`config.mk`:
```
export PLATFORM = sky130hd
export DESIGN_NAME = bpsk_burst_gen
export DESIGN_NICKNAME = d
export VERILOG_FILES = /design/src/rtl/bpsk_burst_gen.sv
export SDC_FILE = /design/constraint.sdc
export NUM_CORES = 1
export LEC_CHECK = 0
export ABC_AREA = 1
export CAP_MARGIN = 40
export CORE_MARGIN = 5
export CORE_UTILIZATION = 30
export CTS_CLUSTER_SIZE = 28
export DETAILED_ROUTE_END_ITERATION = 6
export SYNTH_ARGS = -nofsm -noshare
export SYNTH_HDL_FRONTEND = slang
export SYNTH_SLANG_ARGS = --single-unit
```
`constraint.sdc`:
```
create_clock -name clk -period 3.6 [get_ports clk]
set_input_delay 1.08 -clock clk [delete_from_list [all_inputs] [get_ports clk]]
set_output_delay 1.08 -clock clk [all_outputs]
set_load 0.01 [all_outputs]
```
`src/rtl/bpsk_burst_gen.sv`:
```
// BPSK burst stimulus generator: NCO phase accumulator driving an external cosine LUT,
// sign-flipped per symbol, emitting a pure-carrier preamble followed by a selectable payload.
module bpsk_burst_gen #(
  parameter int         ANGLE_W         = 12,
  parameter int         SAMPLE_W        = 16,
  parameter int         SAMPLES_PER_SYM = 100,
  parameter int         PREAMBLE_SYMS   = 32,
  parameter logic [6:0] PRBS_SEED       = 7'h7F
) (
  input  logic                       clk,
  input  logic                       rst_n,
  input  logic                       start,
  input  logic                       abort,
  input  logic [ANGLE_W-1:0]         phase_offset,
  input  logic [ANGLE_W-1:0]         tuning_word,
  input  logic [15:0]                burst_symbols,
  input  logic [1:0]                 mode,
  input  logic                       ext_bit,
  output logic [ANGLE_W-1:0]         lut_angle,
  input  logic signed [SAMPLE_W-1:0] lut_value,
  output logic signed [SAMPLE_W-1:0] sample_out,
  output logic                       sample_valid,
  output logic                       symbol_bit,
  output logic                       symbol_strobe,
  output logic                       busy,
  output logic                       done
);

  localparam int CNT_W = (SAMPLES_PER_SYM > 1) ? $clog2(SAMPLES_PER_SYM) : 1;
  localparam logic [CNT_W-1:0] CNT_LAST = CNT_W'(SAMPLES_PER_SYM - 1);
  localparam logic [15:0] PRE_LAST = 16'(PREAMBLE_SYMS - 1);
  localparam logic signed [SAMPLE_W-1:0] S_MIN = {1'b1, {(SAMPLE_W-1){1'b0}}};
  localparam logic signed [SAMPLE_W-1:0] S_MAX = {1'b0, {(SAMPLE_W-1){1'b1}}};

  typedef enum logic [1:0] {
    S_IDLE,
    S_PREAMBLE,
    S_PAYLOAD,
    S_DONE
  } state_t;

  state_t state;
  state_t state_next;

  logic [CNT_W-1:0]   sample_cnt;
  logic [15:0]        sym_cnt;
  logic [ANGLE_W-1:0] tw_q;
  logic [15:0]        burst_q;
  logic [1:0]         mode_q;
  logic [6:0]         lfsr;
  logic [6:0]         lfsr_next;
  logic               alt_toggle;
  logic               alt_next;
  logic               cur_bit;
  logic               bit_now;
  logic               sym_first;
  logic               sample_last;
  logic               phase_end;
  logic               accept;
  logic               gen;
  logic signed [SAMPLE_W-1:0] neg_value;

  always_comb begin
    state_next  = state;
    bit_now     = cur_bit;
    lfsr_next   = lfsr;
    alt_next    = alt_toggle;
    sym_first   = (sample_cnt == '0);
    sample_last = (sample_cnt == CNT_LAST);
    phase_end   = 1'b0;
    accept      = 1'b0;
    case (state)
      S_IDLE: begin
        if (start) begin
          accept = 1'b1;
          if (PREAMBLE_SYMS > 0)
            state_next = S_PREAMBLE;
          else if (burst_symbols != 16'd0)
            state_next = S_PAYLOAD;
          else
            state_next = S_DONE;
        end
      end
      S_PREAMBLE: begin
        if (sym_first)
          bit_now = 1'b0;
        phase_end = sample_last && (sym_cnt == PRE_LAST);
        if (phase_end)
          state_next = (burst_q != 16'd0) ? S_PAYLOAD : S_DONE;
      end
      S_PAYLOAD: begin
        // A new payload bit is fetched only on the first sample of each symbol
        if (sym_first) begin
          case (mode_q)
            2'd0: begin
              bit_now   = lfsr[6];
              lfsr_next = {lfsr[5:0], lfsr[6] ^ lfsr[5]};
            end
            2'd1: bit_now = 1'b0;
            2'd2: begin
              bit_now  = alt_toggle;
              alt_next = ~alt_toggle;
            end
            default: bit_now = ext_bit;
          endcase
        end
        phase_end = sample_last && (sym_cnt == burst_q - 16'd1);
        if (phase_end)
          state_next = S_DONE;
      end
      S_DONE: state_next = S_IDLE;
      default: state_next = S_IDLE;
    endcase
    if (abort) begin
      state_next = S_IDLE;
      accept     = 1'b0;
    end
  end

  assign gen       = ((state == S_PREAMBLE) || (state == S_PAYLOAD)) && !abort;
  assign neg_value = (lut_value == S_MIN) ? S_MAX : -lut_value;
  assign busy      = (state != S_IDLE);
  assign done      = (state == S_DONE);

  always_ff @(posedge clk) begin
    if (!rst_n) begin
      state         <= S_IDLE;
      lut_angle     <= '0;
      sample_cnt    <= '0;
      sym_cnt       <= '0;
      tw_q          <= '0;
      burst_q       <= '0;
      mode_q        <= '0;
      lfsr          <= PRBS_SEED;
      alt_toggle    <= 1'b0;
      cur_bit       <= 1'b0;
      sample_out    <= '0;
      sample_valid  <= 1'b0;
      symbol_bit    <= 1'b0;
      symbol_strobe <= 1'b0;
    end else begin
      state <= state_next;
      if (accept) begin
        lut_angle  <= phase_offset;
        tw_q       <= tuning_word;
        burst_q    <= burst_symbols;
        mode_q     <= mode;
        lfsr       <= PRBS_SEED;
        alt_toggle <= 1'b0;
        sample_cnt <= '0;
        sym_cnt    <= '0;
      end else if (gen) begin
        lut_angle  <= lut_angle + tw_q;
        lfsr       <= lfsr_next;
        alt_toggle <= alt_next;
        cur_bit    <= bit_now;
        sample_cnt <= sample_last ? '0 : sample_cnt + 1'b1;
        if (phase_end)
          sym_cnt <= '0;
        else if (sample_last)
          sym_cnt <= sym_cnt + 16'd1;
      end
      // Output stage is one clock behind the LUT address, so the final sample lands in DONE
      if (gen) begin
        sample_out    <= bit_now ? neg_value : lut_value;
        sample_valid  <= 1'b1;
        symbol_bit    <= bit_now;
        symbol_strobe <= sym_first;
      end else begin
        sample_out    <= '0;
        sample_valid  <= 1'b0;
        symbol_bit    <= 1'b0;
        symbol_strobe <= 1'b0;
      end
    end
  end

endmodule

```
# Yosys cells after proc, flatten, opt, wreduce, memory -nomap -nowiden
# Cells that the tools add are included.
op_classes:
  addsub: 5
  n_eq_ne: 12
  bitwise_logic: 4
  mux: 21
  reduce_logical: 20
ops:
  columns: ["cell", "count"]
  rows:
  - ["two-way mux 16 bit", 4]
  - ["two-way mux 12 bit", 2]
  - ["adder 16 x 1 -> 16 bit, second input constant", 1]
  - ["equality test 16 bit", 1]
  - ["equality test 16 bit, second input constant", 1]
  - ["equality test 16 x 5 -> 1 bit, second input constant", 1]
  - ["negator 16 bit", 1]
  - ["nonzero test 16 bit", 1]
  - ["subtractor 16 x 1 -> 16 bit, second input constant", 1]
  - ["adder 12 bit", 1]
  - ["case mux 2 bit (4 select lines)", 1]
  - ["AND reduction 4 bit", 2]
  - ["adder 7 x 1 -> 7 bit, second input constant", 1]
  - ["equality test 7 bit, second input constant", 1]
  - ["zero test 7 bit", 1]
  - ["two-way mux 1 bit", 7]
  - ["two-way mux 7 bit", 1]
  - ["equality test 2 bit, second input constant", 3]
  - ["two-way mux 2 bit", 3]
  - ["inequality test 2 bit, second input constant", 3]
  - ["AND reduction 2 bit", 3]
  - ["nonzero test 2 bit", 3]
  - ["equality test 2 x 1 -> 1 bit, second input constant", 2]
  - ["zero test 2 bit", 2]
  - ["other kinds (9)", 15]
word_totals:
  word_cells: 76
  input_bits: 63
  register_bits: 95

# Logic depth before layout (Yosys ltp)
logic_depth:
  word_depth: 6
  depth_mapped: 18
  depth_no_buf: 18

# Worst setup path after synthesis
# Ideal clock, no wire load.
synth_path:
  path_kind: "input-to-reg"
  from: "input port lut_value[0]"
  to: "register sample_out[3]"
  t_required_ps: 3525
  n_path_buf: 1
  path_slack_ps: 1073
  arrival_time_ps: 2452
  cell_stages: 9
  cell_sequence: "inv_1 -> ha_1 -> nand3_1 -> nor2_1 -> nand2_1 -> nor3_1 -> nand3_2 -> buf_4 -> a31oi_2"
synth_via:
  elab_chain_cells: 3
  elab_cells_between_ends: 4
  cone_classes: "1 x add/sub; 1 x eq/ne; 2 x mux"
synth_rtl:
  columns: ["item", "line_no", "source"]
  rows:
  - ["start, declared", "20", "input logic signed [SAMPLE_W-1:0] lut_value,"]
  - ["negator 16 bit / equality test 16 bit (equally long branches)", "121", "assign neg_value = (lut_value == S_MIN) ? S_MAX : -lut_value;"]
  - ["two-way mux 16 bit (*)", "121", null]
  - ["two-way mux 16 bit (*)", "165", "sample_out <= bit_now ? neg_value : lut_value;"]
  - ["end signal, assigned", "165", null]
  - ["end, declared", "21", "output logic signed [SAMPLE_W-1:0] sample_out,"]
# Mark *: on every way between the ends. The rest lies on a longest branch, timed or not.
# A chain may end at the register's enable or synchronous reset.

# Worst setup path in the final report
layout_path:
  from: "input port lut_value[1]"
  to: "register sample_out[4]"
# The elaborated chain is that of the path after synthesis.

==> flow_metrics.py <==
metrics = {
    "outcome": {
        "status": "finished clean",
    },
    "setup_path": {
        "worstSetupPathType": "input pin to register",
        "endpoint_kind": "register",
        "path_max_fanout": 13,
        "cp_slowest_cell": "clkdlybuf4s50_1",
        "rr_endpoint": "sample_out[4]",
        "r2r-start": "state[0]",
        "worstPathArrival_ns": 3.22,
        "cpPeakStageDelay_ns": 0.47,
        "r2r_cells": 9,
        "cp_cell_sequence": "clkdlybuf4s50_1, inv_1, ha_1, nand3_1, nor2_1, nand2_1, nor3_1, nand3_2, a31oi_1",
        "rrSetupSlack_ns": 1.27,
        "cp-start-kind": "input pin",
        "worst-endpoint-required_ns": 3.88,
    },
    "synthesis": {
        "synth_nets": 902,
        "synth_top_area_share": 0.345,
        "ys_types": 52,
        "synth_ff_type": "dfxtp_1",
        "ys_warn_count": 0,
        "synthTopCellsByArea": "dfxtp_1 34%, nand2_1 13%, nor2_1 7.0%",
        "synth_cells": 817,
        "syn_area_per_cell_sq_um": 6.75,
        "synth_top_area_cell": "dfxtp_1",
        "yosysSeqAreaShare": 0.345,
        "synth-edff-count": 0,
        "syn_area_sq_mm": 0.00552,
        "synth_seq_cells": 95,
        "async_flop_share": 0,
    },
    "job": {
        "drv_cap": 0,
    },
    "hold_path": {
        "worstHoldStart": "lfsr[4]",
        "worstHoldEndpoint": "lfsr[4]",
        "hold_path_depth": 2,
        "hold_class": "register to register",
    },
    "clock_network": {
        "cts_buffers": 9,
        "post_cts_buffers": 0,
        "path_clk_slew_ns": 0.07,
        "cts_hold_buf": 0,
        "clk_latency_ns": 0.36,
        "htree_levels": 3,
        "cts_buffer_depth": 2,
        "cts_resized": 0,
        "numClockSinks": 95,
        "root_buffer": "clkbuf_16",
        "cts_tree": "built",
    },
    "pwr": {
        "switchingPower_uw": 835,
        "seqPwrFrac": 0.419,
        "combPwrFrac": 0.220,
        "p_int_uw": 1890,
        "p_leak_uw": 0.00291,
        "clockPowerShare": 0.362,
        "p_per_area_mw_per_mm2": 388,
        "sw_frac_of_total": 0.306,
        "vdd_drop_max_mv": 0.244,
    },
    "timing": {
        "fin_worst_skew_ns": 0.0118,
        "setup_ws_ns": 0.661,
        "hold_viol": 0,
        "period_share": 0.816,
        "slew_violations": 0,
        "fmax_mhz": 340,
        "tightest_slew_ns": 0.533,
        "finalSetupTns_ns": 0,
        "rsz0062_at_grt": "false",
        "final-setup-viol-count": 0,
        "period_needed_ns": 2.94,
        "timing.slew.headroom": 0.644,
    },
    "global_route": {
        "grt_start_max_net_pins": 39,
        "grt_pass1_wl_mm": 24.3,
        "antenna_found_initial": 0,
        "grt-ovfl-total": 0,
        "grt_use_total": 0.135,
        "grt_pass1_vias": 5019,
    },
    "placed_design": {
        "dpl-instance-area_sq_mm": 0.00673,
        "dp_cells": 1130,
        "hpwl_mm": 10.9,
        "portBuffers": 95,
        "dp_slack_ns": 0.317,
        "globalplace.congestion": 0.830,
    },
    "floorplan": {
        "core_sq_mm": 0.0180,
        "die-area_sq_mm": 0.0212,
        "die_h_microns": 146,
        "rows": 49,
        "initial_core_util": 0.306,
        "boundaryPins": 96,
        "die_w_microns": 146,
    },
    "routing": {
        "detail_route.wl_per_cell_microns": 12.5,
        "vias": 5340,
        "routed-wl-met2_mm": 6.45,
        "drt_iter0_drc": 251,
        "route.detailed.drc": 0,
        "highest_layer": "met4",
        "drtPass1Iterations": 4,
        "wl_met1_mm": 6.99,
        "post_drt_via_cell_ratio": 4.66,
        "wirelength_mm": 14.3,
        "ant_nets": 0,
        "wl_met3_microns": 759,
    },
    "final_layout": {
        "final_area_sq_mm": 0.00703,
        "layout.nets": 997,
        "area_growth_pct": 27.4,
        "stdcell_count": 1146,
        "diodes": 0,
        "drive_above_1_share": 0.0774,
    },
}
==> layout make-up <==
type,count,area [sq um]
fillers,1896,11000
multi-input cells,600,3140
flip-flops and latches,95,1900
repair buffers,104,1020
inverters,102,385
well taps,229,287
clock buffers,9,225
clock inverters,7,71.3
==> flip-flops by register name, indices dropped and copies added, names as in the netlist <==
name           cells
lut_angle         12
mode_q             2
state              2
sample_out        16
lfsr               7
alt_toggle         1
sample_cnt         7
tw_q              12
sym_cnt           16
cur_bit            1
symbol_strobe      1
symbol_bit         1
burst_q           16
sample_valid       1
==> per-stage QoR <==
step,util,hold WS [ns],power [uW]
after floorplan,-,0.429,1550
after global placement,0.373,0.440,1770
after detailed placement,0.373,0.444,1770
after CTS,0.390,0.463,2750
after global routing,0.390,0.483,2880
final,0.390,0.457,2730
==> layout by cell type (no fill, tap or decap), drive strengths merged, types with 9 or more instances in the layout <==
cell           count
clkdlybuf4s50     95
nor2             117
nand4             12
clkbuf             9
a21oi             46
inv              101
nor3              25
nand3             59
nand2            193
dfxtp             95
ha                21
o21ai             61
a31oi             22
buf                9
==> worst max path at each step <==
stage | start | end | slack (ns)
floorplan | lut_value[0] | sample_out[3] | 1.07
global placement | lut_value[1] | sample_out[9] | 0.37
detailed placement | lut_value[1] | sample_out[10] | 0.32
CTS | lut_value[1] | sample_out[9] | 0.68
global route | lut_value[1] | sample_out[10] | 0.50
finish | lut_value[1] | sample_out[4] | 0.66
==> Yosys cell counts, types with 2 or more instances <==
master    count
inv_1        94
nand2_4       2
a31oi_2       2
a31oi_1      20
nor4_1        4
a21oi_1      45
nor2_4        4
or2_2         3
nor2_1      103
buf_2         5
clkinv_1      2
nor3b_1       2
nor2_2       10
nand3_1      56
nand4_1      10
dfxtp_1      95
nand3_2       3
nand2_2       2
inv_2         5
nand2_1     189
buf_4         3
nor3_2        7
xor2_1        5
ha_1         21
o21ai_0      59
xnor2_1       7
clkbuf_1     12
nor3_1       18
nand3b_1      6
==> per-layer routing <==
metal | GRT usage | vias up
met1 | 0.181 | 2364
met5 | 0 | -
met3 | 0.0367 | 13
met4 | 0.0345 | 0
met2 | 0.215 | 98
li1 | - | 2865
==> logic make-up after synthesis <==
group	share of synthesized area
fa+ha+maj	0.0513
buf+inv	0.0867
compound gates	0.142
simple gates	0.357
flops	0.345
xor+xnor	0.0191
==> worst max-delay path: cells and delay by family <==
family | cells | cell delay [ns]
AO/OA/AOI/OAI | 1 | 0.25
adder cells (fa/ha/maj) | 1 | 0.18
buffers and inverters | 2 | 0.59
AND/OR/NAND/NOR | 5 | 1.11
==> power groups by stage <==
| stage | sequential (uW) | combinational, uW | clock [uW] |
|---|---|---|---|
| 2_1_floorplan | 1170 | 385 | 0 |
| 3_3_place_gp | 1170 | 599 | 0 |
| 3_5_place_dp | 1170 | 601 | 0 |
| 4_1_cts | 1140 | 605 | 1000 |
| 5_1_grt | 1150 | 680 | 1050 |
| 6_report | 1140 | 599 | 986 |
Power figures use the tool's default switching activity.
